[src/rtl/pipeline_execute.sv]
// Execute stage of the RV32 core: ALU plus an optional iterative radix-2 divider.
// Define EX_DIV_EN to build the divider; without it divide ops return 0 in a single cycle.
module pipeline_execute (
  input  logic        clk,
  input  logic        reset,
  input  logic        validD,
  input  logic        flushE,
  input  logic        regWriteEnD,
  input  logic [1:0]  resultSrcD,
  input  logic        memWriteEnD,
  input  logic [3:0]  memOpTypeD,
  input  logic [4:0]  aluOpD,
  input  logic [31:0] srcAD,
  input  logic [31:0] srcBD,
  input  logic [31:0] writeDataD,
  output logic        stallE,
  output logic        regWriteEnE,
  output logic [1:0]  resultSrcE,
  output logic        memWriteEnE,
  output logic [3:0]  memOpTypeE,
  output logic [31:0] aluResultE,
  output logic [31:0] memWriteDataE
);

  // Encodings shared with definitions.vh
  localparam logic [4:0] ALU_ADD   = 5'd0;
  localparam logic [4:0] ALU_SUB   = 5'd1;
  localparam logic [4:0] ALU_SLL   = 5'd2;
  localparam logic [4:0] ALU_SLT   = 5'd3;
  localparam logic [4:0] ALU_SLTU  = 5'd4;
  localparam logic [4:0] ALU_XOR   = 5'd5;
  localparam logic [4:0] ALU_SRL   = 5'd6;
  localparam logic [4:0] ALU_SRA   = 5'd7;
  localparam logic [4:0] ALU_OR    = 5'd8;
  localparam logic [4:0] ALU_AND   = 5'd9;
  localparam logic [4:0] ALU_PASSB = 5'd10;
`ifdef EX_DIV_EN
  localparam logic [4:0] ALU_DIV   = 5'd11;
  localparam logic [4:0] ALU_DIVU  = 5'd12;
  localparam logic [4:0] ALU_REM   = 5'd13;
  localparam logic [4:0] ALU_REMU  = 5'd14;
`endif
  localparam logic [3:0] NO_MEM    = 4'hF;

  logic        r_reg_write_e;
  logic [1:0]  r_result_src_e;
  logic        r_mem_write_e;
  logic [3:0]  r_mem_op_e;
  logic [31:0] r_alu_result_e;
  logic [31:0] r_mem_wdata_e;

  logic [31:0] w_alu_result;
  logic        w_load;
  logic        w_nxt_reg_write;
  logic [1:0]  w_nxt_result_src;
  logic        w_nxt_mem_write;
  logic [3:0]  w_nxt_mem_op;
  logic [31:0] w_nxt_result;
  logic [31:0] w_nxt_wdata;

  // Divide ops fall to the default and yield 0 when the divider is absent
  always_comb begin
    w_alu_result = '0;
    case (aluOpD)
      ALU_ADD:   w_alu_result = srcAD + srcBD;
      ALU_SUB:   w_alu_result = srcAD - srcBD;
      ALU_SLL:   w_alu_result = srcAD << srcBD[4:0];
      ALU_SLT:   w_alu_result = {31'd0, $signed(srcAD) < $signed(srcBD)};
      ALU_SLTU:  w_alu_result = {31'd0, srcAD < srcBD};
      ALU_XOR:   w_alu_result = srcAD ^ srcBD;
      ALU_SRL:   w_alu_result = srcAD >> srcBD[4:0];
      ALU_SRA:   w_alu_result = $unsigned($signed(srcAD) >>> srcBD[4:0]);
      ALU_OR:    w_alu_result = srcAD | srcBD;
      ALU_AND:   w_alu_result = srcAD & srcBD;
      ALU_PASSB: w_alu_result = srcBD;
      default:   w_alu_result = '0;
    endcase
  end

`ifdef EX_DIV_EN
  typedef enum logic [1:0] {StIdle, StRun, StDone} div_state_e;

  div_state_e  r_state;
  logic [4:0]  r_count;
  logic [31:0] r_quo;
  logic [31:0] r_rem;
  logic [31:0] r_divisor;
  logic        r_neg_q;
  logic        r_neg_r;
  logic        r_is_rem;
  logic        r_p_reg_write;
  logic [1:0]  r_p_result_src;
  logic        r_p_mem_write;
  logic [3:0]  r_p_mem_op;
  logic [31:0] r_p_wdata;

  logic        w_is_div;
  logic        w_op_signed;
  logic [31:0] w_abs_a;
  logic [31:0] w_abs_b;
  logic [32:0] w_rem_shift;
  logic [32:0] w_diff;
  logic [31:0] w_div_result;

  assign w_is_div    = (aluOpD == ALU_DIV) || (aluOpD == ALU_DIVU) ||
                       (aluOpD == ALU_REM) || (aluOpD == ALU_REMU);
  assign w_op_signed = (aluOpD == ALU_DIV) || (aluOpD == ALU_REM);
  assign w_abs_a     = (w_op_signed && srcAD[31]) ? (~srcAD + 32'd1) : srcAD;
  assign w_abs_b     = (w_op_signed && srcBD[31]) ? (~srcBD + 32'd1) : srcBD;

  // Restoring step: a zero divisor naturally yields all-ones quotient and rem = dividend
  assign w_rem_shift = {r_rem, r_quo[31]};
  assign w_diff      = w_rem_shift - {1'b0, r_divisor};

  assign w_div_result = r_is_rem ? (r_neg_r ? (~r_rem + 32'd1) : r_rem)
                                 : (r_neg_q ? (~r_quo + 32'd1) : r_quo);

  assign stallE = !reset &&
                  (((r_state == StIdle) && validD && w_is_div && !flushE) || (r_state == StRun));

  always_ff @(posedge clk) begin
    if (reset || flushE) begin
      r_state <= StIdle;
      r_count <= '0;
    end else begin
      unique case (r_state)
        StIdle: begin
          if (validD && w_is_div) begin
            r_state        <= StRun;
            r_count        <= '0;
            r_quo          <= w_abs_a;
            r_rem          <= '0;
            r_divisor      <= w_abs_b;
            // Divide-by-zero keeps the raw all-ones quotient, so never negate it
            r_neg_q        <= w_op_signed && (srcAD[31] ^ srcBD[31]) && (srcBD != '0);
            r_neg_r        <= w_op_signed && srcAD[31];
            r_is_rem       <= (aluOpD == ALU_REM) || (aluOpD == ALU_REMU);
            r_p_reg_write  <= regWriteEnD;
            r_p_result_src <= resultSrcD;
            r_p_mem_write  <= memWriteEnD;
            r_p_mem_op     <= memOpTypeD;
            r_p_wdata      <= writeDataD;
          end
        end
        StRun: begin
          if (!w_diff[32]) begin
            r_rem <= w_diff[31:0];
            r_quo <= {r_quo[30:0], 1'b1};
          end else begin
            r_rem <= w_rem_shift[31:0];
            r_quo <= {r_quo[30:0], 1'b0};
          end
          r_count <= r_count + 5'd1;
          if (r_count == 5'd31) r_state <= StDone;
        end
        StDone:  r_state <= StIdle;
        default: r_state <= StIdle;
      endcase
    end
  end
`else
  assign stallE = 1'b0;
`endif

  always_comb begin
    w_load           = validD;
    w_nxt_reg_write  = regWriteEnD;
    w_nxt_result_src = resultSrcD;
    w_nxt_mem_write  = memWriteEnD;
    w_nxt_mem_op     = memOpTypeD;
    w_nxt_result     = w_alu_result;
    w_nxt_wdata      = writeDataD;
`ifdef EX_DIV_EN
    w_load = 1'b0;
    if (r_state == StIdle) begin
      w_load = validD && !w_is_div;
    end else if (r_state == StDone) begin
      w_load           = 1'b1;
      w_nxt_reg_write  = r_p_reg_write;
      w_nxt_result_src = r_p_result_src;
      w_nxt_mem_write  = r_p_mem_write;
      w_nxt_mem_op     = r_p_mem_op;
      w_nxt_result     = w_div_result;
      w_nxt_wdata      = r_p_wdata;
    end
`endif
  end

  always_ff @(posedge clk) begin
    if (reset || flushE || !w_load) begin
      r_reg_write_e  <= 1'b0;
      r_result_src_e <= '0;
      r_mem_write_e  <= 1'b0;
      r_mem_op_e     <= NO_MEM;
      r_alu_result_e <= '0;
      r_mem_wdata_e  <= '0;
    end else begin
      r_reg_write_e  <= w_nxt_reg_write;
      r_result_src_e <= w_nxt_result_src;
      r_mem_write_e  <= w_nxt_mem_write;
      r_mem_op_e     <= w_nxt_mem_op;
      r_alu_result_e <= w_nxt_result;
      r_mem_wdata_e  <= w_nxt_wdata;
    end
  end

  assign regWriteEnE   = r_reg_write_e;
  assign resultSrcE    = r_result_src_e;
  assign memWriteEnE   = r_mem_write_e;
  assign memOpTypeE    = r_mem_op_e;
  assign aluResultE    = r_alu_result_e;
  assign memWriteDataE = r_mem_wdata_e;

endmodule
[config.mk]
export PLATFORM = sky130hd
export DESIGN_NAME = pipeline_execute
export DESIGN_NICKNAME = d
export VERILOG_FILES = /design/src/rtl/pipeline_execute.sv
export SDC_FILE = /design/constraint.sdc
export NUM_CORES = 1
export LEC_CHECK = 0
export CORE_AREA = 2 2 245 186
export CTS_CLUSTER_SIZE = 10
export DETAILED_ROUTE_END_ITERATION = 10
export DIE_AREA = 0 0 247 188
export SLEW_MARGIN = 20
export SYNTH_ARGS = -nofsm -noshare
export SYNTH_HDL_FRONTEND = slang
export SYNTH_SLANG_ARGS = --single-unit
[constraint.sdc]
create_clock -name clk -period 7.1 [get_ports clk]
set_input_delay 2.13 -clock clk [delete_from_list [all_inputs] [get_ports clk]]
set_output_delay 2.13 -clock clk [all_outputs]
set_load 0.02 [all_outputs]
==> After elaboration in Yosys (flattened, before gate mapping) <==
Cells that the tools add are included.
{ "totals": {"register_bits": 72, "inputBits": 113, "out_inout_bits": 73} }
{ "classes": {"add_sub_neg": 2, "magnitude_cmp": 2, "eq_ne": 10, "n_shift": 3, "mux": 1, "n_bitwise": 3, "reduce_logical": 4} }
{ "op_table": {"columns": ["op", "count"], "rows": [
  ["$pmux W32 S11", 1],
  ["$lt A32 B32 Y1", 2],
  ["$add A32 B32 Y32", 1],
  ["$and A32 B32 Y32", 1],
  ["$or A32 B32 Y32", 1],
  ["$shl A32 B5 Y32", 1],
  ["$shr A32 B5 Y32", 1],
  ["$sshr A32 B5 Y32", 1],
  ["$sub A32 B32 Y32", 1],
  ["$xor A32 B32 Y32", 1],
  ["$eq A5 B3 Y1 const B", 4],
  ["$eq A5 B4 Y1 const B", 3],
  ["$eq A5 B2 Y1 const B", 2],
  ["$eq A5 B1 Y1 const B", 1],
  ["$logic_not A5 Y1", 1],
  ["$logic_or A1 B1 Y1", 2],
  ["$logic_not A1 Y1", 1]
]} }

==> Longest topological paths before layout <==
Gate-level depths: netlist of run 1.
{ "logic_depth": {"depth_word": 2, "mapped_depth": 16, "ltp_nobuf": 12} }

==> Worst setup path after synthesis of run 1 <==
No wires, ideal clock.
{ "synth_path": {"kind": "input port to flip-flop", "from": "in srcBD[3]", "to": "reg r_alu_result_e[26], in the netlist aluResultE[26]", "setup_time_ns": 0.128, "t_arrival_ns": 5.500, "required_ns": 6.972, "setup_slack_ns": 1.472, "cell_stages": 16, "cell_sequence": "clkbuf_1 -> inv_1 -> clkbuf_1 -> clkbuf_1 -> clkbuf_1 -> ha_1 -> buf_2 -> o21ai_0 -> o21ai_1 -> nand2_1 -> o41ai_2 -> o41a_1 -> and3_1 -> mux2_2 -> a2111oi_0 -> nor2_1"} }
{ "synth_via": {"elab_chain_cells": 2, "word_cells_on_any_way": 6, "classes_between": "add/sub (2); shift (3); mux (1)"} }
{ "synth_lines": {"columns": ["item", "line", "rtl"], "rows": [
  ["start: declaration", "14", "input logic [31:0] srcBD,"],
  ["$sub A32 B32 Y32 (tied with other cells)", "66", "ALU_SUB: w_alu_result = srcAD - srcBD;"],
  ["$pmux W32 S11 (*)", "64", "case (aluOpD)"],
  ["end signal: assignment", "202", "r_alu_result_e <= w_nxt_result;"],
  ["end: declaration", "49", "logic [31:0] r_alu_result_e;"]
]} }
Mark *: on every way between the ends. The rest lies on a longest branch, timed or not.
A chain may end at the register's enable or synchronous reset.

==> Worst setup path in the final report of run 1 <==
{ "layout_path": {"from": "in srcBD[21]", "to": "reg r_alu_result_e[0], in the netlist aluResultE[0]"} }
{ "layout_via": {"elab_chain_cells": 2, "word_cells_on_any_way": 3, "classes_between": "order compare (2); mux (1)"} }
{ "layout_lines": {"columns": ["item", "line"], "rows": [
  ["$lt A32 B32 Y1 (on tied branches)", "69, 68"],
  ["$pmux W32 S11 (*)", "64"]
]} }
Marks and branches as above.

==> impl_metrics.tcl, run 1 <==
set metrics [dict create \
    via_per_inst 5.97 \
    switching_share 0.446 \
    vias 13400 \
    fmax_mhz 171 \
    crit_chain "clkdlybuf4s50_1 -> inv_1 -> ha_1 -> inv_1 -> a21oi_1 -> o31a_1 -> or4b_2 -> o21ai_0 -> a21oi_1 -> o21ai_0 -> nand3_1 -> a41oi_1" \
    postCtsSetupRepairBufs 0 \
    die_width_um 247 \
    gp_congestion 1.04 \
    synthTopCellsByArea "dfxtp_1 (13%), ha_1 (11%), mux4_2 (6.8%)" \
    nNetsFinal 1869 \
    rsz0062_at_grt "false" \
    power.switching_uw 787 \
    p_per_area_nw_per_um2 129 \
    drc 0 \
    die_h_um 188 \
    p_leak_nw 5.39 \
    drive_above_1_share 0.0872 \
    synth_area_per_cell_um2 7.13 \
    seqCellArea_um2 1440 \
    area_growth_pct 25.6 \
    p_total_mw 1.77 \
    worst_slack_ps 1270 \
    setup_viol_count_final 0 \
    netlist.top_cell.by_area "dfxtp_1" \
    internal-power_uw 978 \
    pre_cts_slack_ps 1050 \
    tns_ps 0 \
    cts.sinks 72 \
    period_minus_slack_ps 5830 \
    ys_seq_area_frac 0.132 \
    run_status "finished clean" \
    crit_type "input port to flip-flop" \
    crit_path_start_kind "input port" \
    report.final.hold_viol_count 0 \
    required_ps 7380 \
    syn-cell-area_um2 10900 \
    hold_path.class "input port to flip-flop" \
    synth_top_area_share 0.132 \
    grt-ovfl-total 0 \
    final_common_cell "nor2_1" \
    ys_types 82 \
    cts_buffers 9 \
    firstDrtPassIters 7 \
    pwr-share-clk 0.273 \
    synthFlopType "dfxtp_1" \
    yosysWarnings 0 \
    cts_tree "done" \
    first_global_vias 12000 \
    io_buffers 184 \
    vdd_ir_drop_max_uv 111 \
    synthArstFlopShare 0 \
    max-slew-margin-rel 0.362 \
    clock_path_buffers 2 \
    synth-edff-count 0 \
    multi_input_area_um2 8590 \
    coreArea_um2 44200 \
    wl_per_cell_um 25.5 \
    antenna_cells 0 \
    pwr-share-seq 0.234 \
    core.rowCount 67 \
    max_stage_delay_ps 640 \
    cp-end-kind "flip-flop" \
    grt_pass1_wl_mm 83.3 \
    ctsHoldBuffers 0 \
    syn_nets 1741 \
    cp_slowest_cell "clkdlybuf4s50_1" \
    routed_wl_mm 57.3 \
    first_iter_violations 2190 \
    synthCells 1529 \
    start_util 0.247 \
    ys_ff_latch 72 \
    slew_violations 0 \
    layout_common_cells "nor2_1 (197), clkdlybuf4s50_1 (180), a21oi_1 (146)" \
    nFillCells 4711 \
    groute.usage.overall 0.239 \
    drtAntennaViolNets 0 \
    power_frac_comb 0.492 \
    postCtsResizedCells 0 \
    cap_viol_max_count 0 \
    arrival_ps 6110 \
    htreeDepth 3 \
    period_share 0.822 \
    io_pins 186 \
    die_area_um2 46400 \
    cts_root_buf "clkbuf_16" \
    critPathMaxFanout 13 \
    clkTransAtPathRegs_ps 70 \
    tightest_slew_ps 957 \
    grt_max_degree 88 \
    hpwl_mm 44.3 \
    grt_antenna_before_repair 2 \
]
## flip-flops by register name (all words and copies together), names as in the netlist
name           cells
aluResultE        32
memOpTypeE         4
memWriteDataE     32
memWriteEnE        1
regWriteEnE        1
resultSrcE         2
## Yosys cell counts, types with 27 or more instances
cell type / number
clkbuf_1: 79
o21ai_0: 100
dfxtp_1: 72
ha_1: 97
and2_1: 43
a21oi_1: 146
nand2_1: 115
a31oi_1: 27
mux4_2: 33
a211oi_1: 30
inv_1: 93
mux2i_1: 43
nor3_1: 39
a221oi_1: 32
nor2_1: 197
## power by group through the flow
stage               registers, mW  logic (mW)  clock network (mW)
detailed placement          0.423       0.828                   0
floorplan                   0.433       0.498                   0
finish                      0.414       0.869               0.482
global placement            0.423       0.829                   0
global route                0.414       0.918               0.508
CTS                         0.414       0.834               0.493
## logic make-up (layout without fill, tap and decap cells)
| family | Yosys count | after routing | share of synthesized area |
|---|---|---|---|
| fa+ha+maj | 99 | 99 | 0.115 |
| other cells | 1 | 1 | 0.000344 |
| simple gates | 496 | 496 | 0.211 |
| buf+inv | 219 | 352 | 0.0811 |
| compound gates | 545 | 545 | 0.334 |
| flops | 72 | 72 | 0.132 |
| mux | 84 | 84 | 0.116 |
| xor+xnor | 13 | 13 | 0.0104 |
## critical path, delay by kind of cell
family | cells | cell delay [ps]
adder cells (fa/ha/maj) | 1 | 560
AO/OA/AOI/OAI | 6 | 1730
AND/OR/NAND/NOR | 2 | 790
buffers and inverters | 3 | 890
## routing by layer
layer | track usage | part of all wire
met3 | 0.0522 | 0.13
met5 | 0 | 0.00023
met4 | 0.0593 | 0.021
met2 | 0.333 | 0.41
met1 | 0.364 | 0.44
## final timing paths
path  slack, ps          start  cells after the start       endpoint
max        1270      srcBD[21]                     12  aluResultE[0]
min        2330  resultSrcD[1]                      2  resultSrcE[1]
## per-stage QoR
stage / instances / area [um2] / utilization / hold WS (ps)
2_1_floorplan: 1529 / 10900 / - / 2230
3_3_place_gp: 2232 / 13400 / 0.304 / 2690
3_5_place_dp: 2232 / 13400 / 0.304 / 2700
4_1_cts: 2248 / 13700 / 0.310 / 2310
5_1_grt: 2248 / 13700 / 0.310 / 2320
6_report: 2248 / 13700 / 0.310 / 2330
## cell type report
cell class | count | share of cell area
clock buffer | 9 | 0.0164
clock inverter | 7 | 0.00475
inverter | 94 | 0.0258
multi-input combinational | 1238 | 0.627
sequential | 72 | 0.105
tap | 586 | 0.0535
timing repair buffer | 242 | 0.168
No activity file was read; power rests on OpenSTA's default activity.
==> inputs of run 2 (changes only) <==
==> constraint.sdc (replaced) <==
create_clock -name clk -period 5.3 [get_ports clk]
set_input_delay 1.59 -clock clk [delete_from_list [all_inputs] [get_ports clk]]
set_output_delay 1.59 -clock clk [all_outputs]
set_load 0.02 [all_outputs]
==> run 2 against run 1 <==
- critical path depth is 3 higher
- non-clock buffer count is 93 higher
- total power is 38% higher
- global-route usage is 1.2 points higher
- die area stayed put
- critical endpoint unchanged
- largest power group unchanged
- highest routed layer unchanged
==> impl_metrics.tcl, run 2 (synthesis gave the netlist of run 1 again) <==
set metrics [dict create \
    pwr-share-seq 0.227 \
    cts_root_buf "clkbuf_16" \
    crit_path_start "srcAD[0]" \
    met2_length_mm 24.1 \
    drc 0 \
    grt_antenna_before_repair 2 \
    slew_violations 0 \
    hold_path.class "input port to flip-flop" \
    cap_viol_max_count 0 \
    power.switching_mw 1.07 \
    wl_met1_mm 27.2 \
    max_stage_delay_ps 510 \
    firstDrtPassIters 6 \
    drive_above_1_share 0.136 \
    nNetsFinal 1962 \
    grt_max_degree 91 \
    hold_start "memOpTypeD[0]" \
    worst-path-buf-inv 4 \
    fin_area_um2 14400 \
    rsz0062_at_grt "false" \
    cts.sinks 72 \
    arrival_ps 5370 \
    setup_viol_count_final 0 \
    crit_type "input port to flip-flop" \
    switching_share 0.439 \
    critPathMaxFanout 4 \
    area_growth_pct 32.0 \
    die_width_um 247 \
    fmax_mhz 195 \
    tightest_slew_ps 754 \
    routed_wl_mm 60.1 \
    via_per_inst 5.84 \
    period_share 0.969 \
    ctsHoldBuffers 0 \
    p_per_area_nw_per_um2 170 \
    cp_slowest_cell "clkdlybuf4s50_1" \
    required_ps 5540 \
    drtAntennaViolNets 0 \
    die_h_um 188 \
    p_leak_nw 5.83 \
    internal-power_mw 1.37 \
    first_global_vias 12300 \
    layout_common_cells "nor2_1 (197), clkdlybuf4s50_1 (180), buf_4 (149)" \
    pwr-share-clk 0.255 \
    max-slew-margin-rel 0.492 \
    coreArea_um2 44200 \
    core.rowCount 67 \
    vdd_ir_drop_max_uv 105 \
    placed_cell_area_um2 14100 \
    period_minus_slack_ps 5140 \
    power_frac_comb 0.518 \
    pre_cts_slack_ps -256 \
    dr.max_layer_used "met5" \
    cts_tree "done" \
    grt_pass1_wl_mm 85.7 \
    cp-end-kind "flip-flop" \
    first_iter_violations 1869 \
    dr_wl_met3_mm 7.63 \
    groute.usage.overall 0.251 \
    clkTransAtPathRegs_ps 70 \
    final_common_cell "nor2_1" \
    start_util 0.247 \
    vias 13700 \
    hpwl_mm 48.5 \
    report.final.hold_viol_count 0 \
    cp_common_cell "o21ai_0" \
    run_status "finished clean" \
    crit_path_start_kind "input port" \
    io_buffers 184 \
    wl_per_cell_um 25.7 \
    worst_slack_ps 163 \
    htreeDepth 3 \
    cts_buffers 9 \
    critPathTopFamily "compound AO/OA/AOI/OAI gates" \
    die_area_um2 46400 \
    gp_congestion 1.04 \
    crit_chain "clkdlybuf4s50_1 -> inv_1 -> ha_1 -> fa_1 -> o21ba_2 -> nor4_2 -> buf_4 -> o21ai_0 -> a21oi_1 -> o21ai_0 -> buf_4 -> a21oi_1 -> o21ai_0 -> nand3_1 -> a41oi_1" \
    io_pins 186 \
    grt-ovfl-total 0 \
    clock_path_buffers 2 \
]
run 2: path summary, 6_finish.rpt:
kind / endpoint / depth (start not counted)
max: aluResultE[0] / 15
min: memOpTypeE[0] / 2
run 2: layer usage:
metal | GRT usage | vias up
met1 | 0.379 | 6660
met3 | 0.0751 | 71
met2 | 0.340 | 862
met4 | 0.0589 | 2
met5 | 0 | -
li1 | - | 6083
run 2: repair_timing:
item	4_1_cts	5_1_grt
gates resized for setup	0	1
setup buffers	0	0
setup endpoints to repair	0	2
run 2: metrics by stage:
| step | hold slack, ps | cells | TNS [ps] | total power [mW] | util |
|---|---|---|---|---|---|
| 2_1_floorplan | 1690 | 1529 | 0 | 1.25 | - |
| 3_3_place_gp | 2150 | 2324 | -782 | 1.78 | 0.319 |
| 3_5_place_dp | 2150 | 2324 | -747 | 1.78 | 0.319 |
| 4_1_cts | 1760 | 2340 | 0 | 2.41 | 0.325 |
| 5_1_grt | 1770 | 2341 | 0 | 2.55 | 0.326 |
| 6_report | 1770 | 2342 | 0 | 2.44 | 0.326 |
run 2: layout make-up:
cell class / count / area [um2]
Multi-Input combinational cell: 1238 / 8590
Antenna cell: 1 / 2.50
Tap cell: 586 / 733
Timing Repair Buffer: 335 / 2990
Clock inverter: 7 / 65.1
Inverter: 94 / 353
Sequential cell: 72 / 1440
Clock buffer: 9 / 225
Fill cell: 4697 / 29800
run 2: power by group through the flow:
stage	clock, mW	sequential [mW]	combinational, mW
after floorplan	0	0.580	0.667
after global placement	0	0.566	1.21
after detailed placement	0	0.567	1.21
after CTS	0.641	0.554	1.22
after global routing	0.661	0.555	1.33
final	0.622	0.554	1.26
==> inputs of run 3 (changes only) <==
--- a/config.mk
+++ b/config.mk
@@ -5,10 +5,13 @@
 export SDC_FILE = /design/constraint.sdc
 export NUM_CORES = 1
 export LEC_CHECK = 0
-export CORE_AREA = 2 2 245 186
+export CAP_MARGIN = 20
+export CORE_AREA = 2 2 183 140
 export CTS_CLUSTER_SIZE = 10
 export DETAILED_ROUTE_END_ITERATION = 10
-export DIE_AREA = 0 0 247 188
+export DIE_AREA = 0 0 185 142
+export GPL_TIMING_DRIVEN = 1
+export PLACE_DENSITY = 0.72
 export SLEW_MARGIN = 20
 export SYNTH_ARGS = -nofsm -noshare
 export SYNTH_HDL_FRONTEND = slang
==> run 3 against run 2 <==
- critical path type unchanged
- largest power group unchanged
- non-clock buffer count fell by 28
- sequential share of layout area increased by 0.41 points
- critical path depth down 3
==> impl_metrics.tcl, run 3 (synthesis gave the netlist of run 1 again) <==
set metrics [dict create \
    run_status "finished clean" \
    coreArea_um2 24500 \
    hpwl_mm 45.0 \
    clkTransAtPathRegs_ps 80 \
    cts_buffers 9 \
    layout_common_cells "nor2_1 (197), clkdlybuf4s50_1 (180), a21oi_1 (146)" \
    firstDrtPassIters 8 \
    vdd_ir_drop_max_uv 152 \
    crit_chain "clkdlybuf4s50_1 -> inv_1 -> ha_1 -> inv_1 -> a21oi_1 -> o31a_1 -> or4b_2 -> o21ai_0 -> a21oi_1 -> xnor2_1 -> a221oi_1 -> a21oi_1" \
    placed_cell_area_um2 13600 \
    die_width_um 185 \
    postCtsResizedCells 0 \
    grt_pass1_wl_mm 81.1 \
    cp_common_cell "a21oi_1" \
    via_per_inst 6.62 \
    rsz0062_at_grt "false" \
    p_total_mw 2.38 \
    report.final.hold_viol_count 0 \
    gp_congestion 1.09 \
    vias 13700 \
    final_util 0.564 \
    cts_tree "done" \
    hold_path.class "input port to flip-flop" \
    ctsHoldBuffers 0 \
    grt_antenna_before_repair 6 \
    postCtsSetupRepairBufs 0 \
    tns_ps 0 \
    cts.sinks 72 \
    drtAntennaViolNets 0 \
    setup_viol_count_final 0 \
    crit_path_end "aluResultE[30]" \
    p_leak_nw 5.68 \
    io_pins 186 \
    start_util 0.445 \
    io_buffers 184 \
    wl_per_cell_um 27.4 \
    grt-ovfl-total 0 \
    crit_type "input port to flip-flop" \
    final_common_cell "nor2_1" \
    cap_viol_max_count 0 \
    antenna_cells 0 \
    critPathMaxFanout 4 \
    first_iter_violations 2264 \
    die_h_um 142 \
    crit_path_start_kind "input port" \
    max-slew-margin-rel 0.381 \
    tightest_slew_ps 922 \
    drive_above_1_share 0.122 \
    grt_max_degree 91 \
    htreeDepth 3 \
    cts_root_buf "clkbuf_16" \
    first_global_vias 12200 \
    p_per_area_nw_per_um2 172 \
    period_share 0.926 \
    nNetsFinal 1934 \
    area_growth_pct 26.9 \
    slew_violations 0 \
    required_ps 5520 \
    die_area_um2 26300 \
    fin_area_um2 13800 \
    core.rowCount 50 \
    crit_path_start "srcAD[21]" \
    fmax_mhz 204 \
    routed_wl_mm 56.5 \
    cp_slowest_cell "or4b_2" \
    clock_path_buffers 2 \
    cp-end-kind "flip-flop" \
    arrival_ps 5130 \
    nFillCells 2421 \
    drc 0 \
    groute.usage.overall 0.422 \
    period_minus_slack_ps 4910 \
    max_stage_delay_ps 590 \
]
==> run 3: cell count changes in the layout (fill, tap and decap cells not counted), moves of 2 or more <==
cell      change
clkinv_2      +3
buf_4        -26
inv_8         -2
clkinv_4      -2
==> run 3: cell type report <==
cell class                      instances  area (um2)  area share
Multi-Input combinational cell       1238        8590       0.621
Timing Repair Buffer                  307        2760       0.199
Sequential cell                        72        1440       0.104
Tap cell                              338         423      0.0306
Inverter                               94         353      0.0255
Clock buffer                            9         225      0.0163
Clock inverter                          7        47.5     0.00344
==> run 3: worst min-delay path by stage <==
| stage | start | to | slack, ps | depth (start not counted) |
|---|---|---|---|---|
| 2_1_floorplan | memOpTypeD[0] | memOpTypeE[0] | 1690 | 1 |
| 3_3_place_gp | memOpTypeD[0] | memOpTypeE[0] | 2150 | 2 |
| 3_5_place_dp | memOpTypeD[0] | memOpTypeE[0] | 2150 | 2 |
| 4_1_cts | regWriteEnD | regWriteEnE | 1790 | 2 |
| 5_1_grt | regWriteEnD | regWriteEnE | 1790 | 2 |
| 6_report | memOpTypeD[3] | memOpTypeE[3] | 1790 | 2 |
==> run 3: per-stage QoR <==
stage	hold slack [ps]	setup slack, ps	instances
6_report	1790	391	2065
5_1_grt	1790	206	2065
4_1_cts	1790	533	2065
3_5_place_dp	2150	179	2049
3_3_place_gp	2150	167	2049
2_1_floorplan	1690	212	1529
==> run 3: power breakdown <==
group	switching, mW	total, mW	internal, mW
clock	0.278	0.595	0.317
sequential	0.00265	0.554	0.552
combinational	0.757	1.23	0.474
==> run 3: routing by layer <==
layer | track usage | part of all wire
met1 | 0.638 | 0.44
met2 | 0.544 | 0.38
met3 | 0.163 | 0.15
met4 | 0.104 | 0.023
met5 | 0 | 0.00076
==> run 3: critical path, delay by kind of cell <==
family / cells / cell delay [ps]
adders and majority gates: 1 / 360
and+or+nand+nor: 1 / 590
xor gates and xnor gates: 1 / 170
AOI/OAI and AO/OA: 6 / 1700
buffers and inverters: 3 / 720
